### src/rtl/rx_iq_pkg.sv
// Shared types and constants for the receive-side IQ elastic buffer.
// One stored sample set is {rx1_i, rx1_q, rx2_i, rx2_q}, most significant first.
package rx_iq_pkg;

    localparam int IQ_W          = 24;
    localparam int IQ_WORD_W     = 4 * IQ_W;
    localparam int DEFAULT_DEPTH = 32;

    // Bit offsets of each component inside the packed storage word.
    localparam int RX2_Q_OFF = 0;
    localparam int RX2_I_OFF = IQ_W;
    localparam int RX1_Q_OFF = 2 * IQ_W;
    localparam int RX1_I_OFF = 3 * IQ_W;

    typedef struct packed {
        logic [IQ_W-1:0] rx1_i;
        logic [IQ_W-1:0] rx1_q;
        logic [IQ_W-1:0] rx2_i;
        logic [IQ_W-1:0] rx2_q;
    } iq_set_t;

    typedef enum logic {
        ST_EMPTY = 1'b0,
        ST_HOLD  = 1'b1
    } state_t;

endpackage

### src/rtl/rx_iq_buffer_fifo_ram.sv
// Simple dual-port sample-set memory: synchronous write, registered read.
// A write to the address being read is forwarded so a freshly written head is visible next cycle.
module rx_iq_fifo_ram
    import rx_iq_pkg::*;
#(
    parameter int DEPTH = DEFAULT_DEPTH,
    parameter int AW    = $clog2(DEPTH)
) (
    input  logic                 clk,
    input  logic                 we,
    input  logic [AW-1:0]        wr_addr,
    input  logic [IQ_WORD_W-1:0] wr_data,
    input  logic [AW-1:0]        rd_addr,
    output logic [IQ_WORD_W-1:0] rd_data
);

    logic [IQ_WORD_W-1:0] mem [DEPTH];

    always_ff @(posedge clk) begin
        if (we) begin
            mem[wr_addr] <= wr_data;
        end
        if (we && (wr_addr == rd_addr)) begin
            rd_data <= wr_data;
        end else begin
            rd_data <= mem[rd_addr];
        end
    end

endmodule

### src/rtl/rx_iq_buffer.sv
// RX IQ elastic buffer: captures RX1+RX2 sample sets from the decimators and presents
// the oldest one first-word-fall-through to the STM32 bus, popping on read-clock rising edges.
module rx_iq_buffer
    import rx_iq_pkg::*;
#(
    parameter int DEPTH = DEFAULT_DEPTH,
    parameter int AW    = $clog2(DEPTH)
) (
    input  logic            clk_in,
    input  logic            reset_in,
    input  logic [IQ_W-1:0] rx1_i_in,
    input  logic [IQ_W-1:0] rx1_q_in,
    input  logic [IQ_W-1:0] rx2_i_in,
    input  logic [IQ_W-1:0] rx2_q_in,
    input  logic            rx_valid,
    input  logic            IQ_RX_READ_REQ,
    input  logic            IQ_RX_READ_CLK,
    input  logic            overrun_clr,
    output logic [IQ_W-1:0] RX1_I,
    output logic [IQ_W-1:0] RX1_Q,
    output logic [IQ_W-1:0] RX2_I,
    output logic [IQ_W-1:0] RX2_Q,
    output logic            iq_overrun,
    output logic            iq_underrun,
    output logic            empty,
    output logic [AW:0]     level,
    output logic            fsm_state
);

    // Handshake: rx_valid is a one-cycle push with no back-pressure (a full buffer drops the
    // set and raises iq_overrun); a pop is a qualified rising edge of IQ_RX_READ_CLK while
    // IQ_RX_READ_REQ is high, and the bus latches the head presented on that same edge.

    logic [AW-1:0]        wr_ptr;
    logic [AW-1:0]        rd_ptr;
    logic [AW-1:0]        rd_addr;
    logic [AW:0]          level_q;
    logic [AW:0]          level_d;
    logic                 read_clk_d;
    logic                 ovr_q;
    logic                 udr_q;
    logic                 pop;
    logic                 pop_eff;
    logic                 wr_eff;
    logic                 is_empty;
    logic                 is_full;
    logic                 overrun_ev;
    logic                 underrun_ev;
    logic [IQ_WORD_W-1:0] head_word;
    iq_set_t              wr_set;
    state_t               state_q;
    state_t               state_d;

    assign pop      = IQ_RX_READ_CLK & ~read_clk_d & IQ_RX_READ_REQ;
    assign is_empty = (level_q == '0);
    assign is_full  = (level_q == (AW+1)'(DEPTH));
    assign pop_eff  = pop & ~is_empty;
    // A pop on a full buffer frees the head slot in time for the concurrent write.
    assign wr_eff   = rx_valid & (~is_full | pop_eff);

    assign overrun_ev  = rx_valid & is_full & ~pop;
    assign underrun_ev = pop & is_empty;

    always_comb begin
        level_d = level_q;
        case ({wr_eff, pop_eff})
            2'b10:   level_d = level_q + (AW+1)'(1);
            2'b01:   level_d = level_q - (AW+1)'(1);
            default: level_d = level_q;
        endcase
    end

    // Read lookahead: fetch the next head on a pop so FWFT data is ready the following cycle.
    assign rd_addr = pop_eff ? (rd_ptr + AW'(1)) : rd_ptr;

    assign wr_set.rx1_i = rx1_i_in;
    assign wr_set.rx1_q = rx1_q_in;
    assign wr_set.rx2_i = rx2_i_in;
    assign wr_set.rx2_q = rx2_q_in;

    rx_iq_fifo_ram #(
        .DEPTH (DEPTH),
        .AW    (AW)
    ) u_ram (
        .clk     (clk_in),
        .we      (wr_eff & ~reset_in),
        .wr_addr (wr_ptr),
        .wr_data (wr_set),
        .rd_addr (rd_addr),
        .rd_data (head_word)
    );

    always_ff @(posedge clk_in) begin
        if (reset_in) begin
            wr_ptr     <= '0;
            rd_ptr     <= '0;
            level_q    <= '0;
            read_clk_d <= 1'b0;
            ovr_q      <= 1'b0;
            udr_q      <= 1'b0;
        end else begin
            read_clk_d <= IQ_RX_READ_CLK;
            if (wr_eff) begin
                wr_ptr <= wr_ptr + AW'(1);
            end
            if (pop_eff) begin
                rd_ptr <= rd_ptr + AW'(1);
            end
            level_q <= level_d;
            // A new event beats a clear in the same cycle.
            if (overrun_ev) begin
                ovr_q <= 1'b1;
            end else if (overrun_clr) begin
                ovr_q <= 1'b0;
            end
            if (underrun_ev) begin
                udr_q <= 1'b1;
            end else if (overrun_clr) begin
                udr_q <= 1'b0;
            end
        end
    end

    always_ff @(posedge clk_in) begin
        if (reset_in) begin
            state_q <= ST_EMPTY;
        end else begin
            state_q <= state_d;
        end
    end

    always_comb begin
        state_d = state_q;
        case (state_q)
            ST_EMPTY: begin
                if (wr_eff) begin
                    state_d = ST_HOLD;
                end
            end
            ST_HOLD: begin
                if (pop_eff && (level_q == (AW+1)'(1)) && !wr_eff) begin
                    state_d = ST_EMPTY;
                end
            end
            default: state_d = ST_EMPTY;
        endcase
    end

    always_comb begin
        RX1_I = '0;
        RX1_Q = '0;
        RX2_I = '0;
        RX2_Q = '0;
        if (!is_empty) begin
            RX1_I = head_word[RX1_I_OFF +: IQ_W];
            RX1_Q = head_word[RX1_Q_OFF +: IQ_W];
            RX2_I = head_word[RX2_I_OFF +: IQ_W];
            RX2_Q = head_word[RX2_Q_OFF +: IQ_W];
        end
    end

    assign iq_overrun  = ovr_q;
    assign iq_underrun = udr_q;
    assign empty       = (state_q == ST_EMPTY);
    assign level       = level_q;
    assign fsm_state   = (state_q == ST_HOLD);

endmodule

### config.mk
export PLATFORM = sky130hd
export DESIGN_NAME = rx_iq_buffer
export DESIGN_NICKNAME = d
export VERILOG_FILES = /design/src/rtl/rx_iq_pkg.sv /design/src/rtl/rx_iq_buffer_fifo_ram.sv /design/src/rtl/rx_iq_buffer.sv
export SDC_FILE = /design/constraint.sdc
export NUM_CORES = 2
export LEC_CHECK = 0
export ABC_CLOCK_PERIOD_IN_PS = 9300
export CAP_MARGIN = 25
export CORE_AREA = 8 8 400 559
export DETAILED_ROUTE_END_ITERATION = 16
export DIE_AREA = 0 0 408 567
export GPL_TIMING_DRIVEN = 0
export PLACE_DENSITY = 0.7
export SLEW_MARGIN = 20
export SYNTH_ARGS = -nofsm -noshare
export SYNTH_HDL_FRONTEND = slang
export SYNTH_SLANG_ARGS = --single-unit
### constraint.sdc
create_clock -name clk_in -period 9.3 [get_ports clk_in]
set_input_delay 2.79 -clock clk_in [delete_from_list [all_inputs] [get_ports clk_in]]
set_output_delay 2.79 -clock clk_in [all_outputs]
set_load 0.01 [all_outputs]
==> out/qor_table.md <==
| Parameter | Reported | Unit |
| --- | --- | --- |
| Global routing met2 resource utilization | 0.457 | - |
| Clock-pin slew on the worst setup and hold paths | 70 | ps |
| Cells on Worst Hold Path | 1 | - |
| Post-synth EDFFs | 3072 | - |
| I/O pin cnt | 208 | - |
| Largest driver fanout on the critical path | 10 | - |
| Minimum setup slack among reg-to-reg paths | 4770 | ps |
| Buffers plus inverters on the worst setup path | 4 | - |
| Cell leakage power | 0.0422 | µW |
| Later-pin clock latency in the skew report | 840 | ps |
| Core region area | 215000 | µm² |
| Final worst slack | 909 | ps |
| Wire length of the first global-routing pass | 455000 | µm |
| Final-layout setup total negative slack | 0 | ps |
| Post-DRT Antenna Nets | 0 | - |
| Flop and latch count out of synthesis | 3097 | - |
| Crit. path cell count | 8 | - |
| Leading cell type in the layout, fill and taps excluded | edfxtp_1 | - |
| Horizontal extent of the die | 408 | µm |
| Synthesized area per cell | 22.4 | µm² |
| Final Routed Wirelength | 327000 | µm |
| Final Instance Count excl. Fillers | 9090 | - |
| GRT Total Usage | 0.275 | - |
| Chip Height | 567 | µm |
| Buffer levels on the longest clock path | 4 | - |
| Setup Slack @ Placement | 1860 | ps |
| Num Clock Sinks | 3097 | - |
| RSZ-0062 raised after global routing | no | - |
| Wirelength per Cell | 36.0 | µm |
| DIE AREA | 231000 | µm² |
| Total setup buffers inserted after CTS | 0 | - |
| TritonCTS clock tree | done | - |
| Fraction of final layout cells with drive strength greater than 1 | 0.257 | - |
| Measured slew at the worst slew-check pin | 1090 | ps |
| Total of cells resized after clock tree synthesis | 0 | - |
| DR iter-0 viols | 9190 | - |
| Number of pins with negative max-slew slack in the final report | 0 | - |
| Layout Nets | 6119 | - |
| Total half-perimeter wirelength after legalization and detailed placement | 216000 | µm |
| Number of buffers inserted for hold repair after clock tree synthesis | 0 | - |
| Number of placed instances, taps included | 8530 | - |
| Final period demand of the worst path | 8390 | ps |
| Area Growth Syn to Fin | 17.1 | % |
| Hold violation count in the final report | 0 | - |
| Arrival time of the worst setup path | 5600 | ps |
| Worst-case headroom to the max-slew limit | 0.272 | - |
| Slowest cell on the critical path | clkbuf_1 | - |
| Effective utilization at floorplan | 0.547 | - |
| Via Count | 61000 | - |
| Top flip-flop cell by instance count after synthesis | edfxtp_1 | - |
| Share of synthesized flip-flops with an asynchronous set or reset | 0 | - |
| Drc violations | 0 | - |
| Placement row count | 202 | - |
| Result of the run | finished, final reports clean | - |
| Antenna violations before repair | 26 | - |
| Tightest Hold Check Type | flop to flop | - |
| Cell with the most instances on the worst path | clkbuf_1 | - |
| Data required time of the worst path | 6510 | ps |
| Worst-path cell chain | and2_1 > clkbuf_1 > clkbuf_2 > clkbuf_1 > a22oi_1 > a21oi_1 > or2_1 > clkdlybuf4s50_1 | - |
| Vias per cell | 6.71 | - |
| Final weighted congestion in routability-driven placement | 0.794 | - |
| Leading cell types in the layout, fill and taps excluded | edfxtp_1, mux4_2, clkbuf_16 | - |
| Slowest Stage Delay on Critical Path | 860 | ps |
| Largest net degree at the start of global routing | 33 | - |
| Worst path top cell family by delay | buffers and inverters | - |
| TritonCTS Buffers | 285 | - |
| Portion of the post-synthesis area used by sequential elements | 0.788 | - |
| Highest achievable clock rate | 119 | MHz |
| Mapped cell area | 118000 | µm² |
| Busiest grt layer | met2 | - |
| Number of distinct library cell variants in the gate-level netlist after synthesis | 52 | - |
| Critical R2R Capture | u_ram.mem[8][37]$_DFFE_PP_ | - |
| Deepest level of the CTS H-tree | 5 | - |
| Synthesized Nets | 5366 | - |
| Class of the most critical setup path | flop to primary output | - |
| Iteration count of the initial detailed-routing pass | 6 | - |
| Count of synthesis-stage warnings from yosys | 0 | - |
| Root cell of the clock tree | clkbuf_16 | - |
| Vias in the first global route | 61300 | - |
| Worst-case vdd ir drop | 0.000141 | V |
| P per Cell Area | 226 | nW/µm² |
| Worst flop-to-flop path startpoint | level[1]$_SDFFE_PP0P_ | - |
| GRT met1 Usage | 0.351 | - |
| Number of cells on the worst reg-to-reg path | 13 | - |
| Port Buf Inserts | 207 | - |
| GR Overflow Total | 0 | - |
| Worst min-delay path startpoint | rd_ptr[4]$_SDFF_PP0_ | - |
| Max-Cap Viols | 0 | - |
| Global-route track usage on met3 | 0.0608 | - |
| Final Cycle Share | 0.902 | - |
| Worst setup EP type | primary output | - |
| Total setup violations reported at the end of the flow | 0 | - |
| Nature of the critical path startpoint | flop | - |
| Mapped Cells | 5256 | - |
| Clock Skew | 42.5 | ps |
-- final cells by class --
cell class,instances,area [µm²]
flip-flops and latches,3097,92700
fillers,13800,77300
multi-input cells,1848,23600
clock buffers,346,7570
repair buffers,466,7430
well taps,2856,3570
plain buffers,300,1490
clock inverters,154,1260
inverters,11,41.3
diodes,12,30.0
-- Yosys cell counts, drive strengths merged (9+ instances only) --
library cell / count / share of area
a211oi: 21 / 0.0013
a21oi: 178 / 0.0076
a22oi: 268 / 0.017
a31oi: 16 / 0.00085
buf: 207 / 0.0097
clkbuf: 93 / 0.0030
dfxtp: 25 / 0.0043
edfxtp: 3072 / 0.78
inv: 11 / 0.00035
mux2: 42 / 0.0040
mux2i: 200 / 0.017
mux4: 670 / 0.13
nand2: 64 / 0.0020
nand3: 12 / 0.00051
nor2: 61 / 0.0020
nor2b: 29 / 0.0015
nor3: 17 / 0.00072
o2111ai: 11 / 0.00082
o21ai: 43 / 0.0020
o22ai: 67 / 0.0036
o31a: 10 / 0.00074
or2: 66 / 0.0035
xnor2: 9 / 0.00067
-- registers in the layout, summed over array words and instances (netlist names), named ones only --
register,cells
iq_overrun,1
u_ram.mem,3072
wr_ptr,5
fsm_state,1
rd_ptr,5
level,6
read_clk_d,1
iq_underrun,1
-- kinds of logic after synthesis --
group | share of synthesized area
buffers and inverters | 0.0130
muxes | 0.149
and+or+nand+nor | 0.0125
xor gates and xnor gates | 0.000968
DFF | 0.788
AOI/OAI and AO/OA | 0.0350
adders and majority gates | 0.000851
-- stage by stage --
step	hold WS (ps)	power (µW)	area, µm²	util
final	511	31100	138000	0.641
after global routing	531	31900	138000	0.640
after floorplan	426	18200	118000	-
after detailed placement	451	20000	128000	0.596
after global placement	439	20000	123000	0.573
after CTS	500	31200	137000	0.638
-- power breakdown --
| part | leakage [µW] | total [µW] | internal [µW] | switching [µW] |
|---|---|---|---|---|
| clock | 0.00431 | 11400 | 6340 | 5030 |
| sequential | 0.0278 | 15400 | 15400 | 25.5 |
| combinational | 0.0101 | 4310 | 1860 | 2450 |
| total | 0.0422 | 31100 | 23600 | 7510 |
-- worst max-delay path by stage --
stage / start / to
3_5_place_dp: flop / RX2_I[23]
4_1_cts: flop / RX2_I[23]
6_report: flop / RX2_I[23]
5_1_grt: flop / RX1_I[9]
3_3_place_gp: rx_valid / u_ram.mem[18][64]$_DFFE_PP_
2_1_floorplan: rx_valid / u_ram.mem[14][0]$_DFFE_PP_
-- layer usage --
metal / routed length, µm / share of wire
met5: 186 / 0.00057
met1: 115000 / 0.35
met4: 16900 / 0.052
met3: 33400 / 0.10
met2: 162000 / 0.49
No activity file was read; power rests on OpenSTA's default activity.
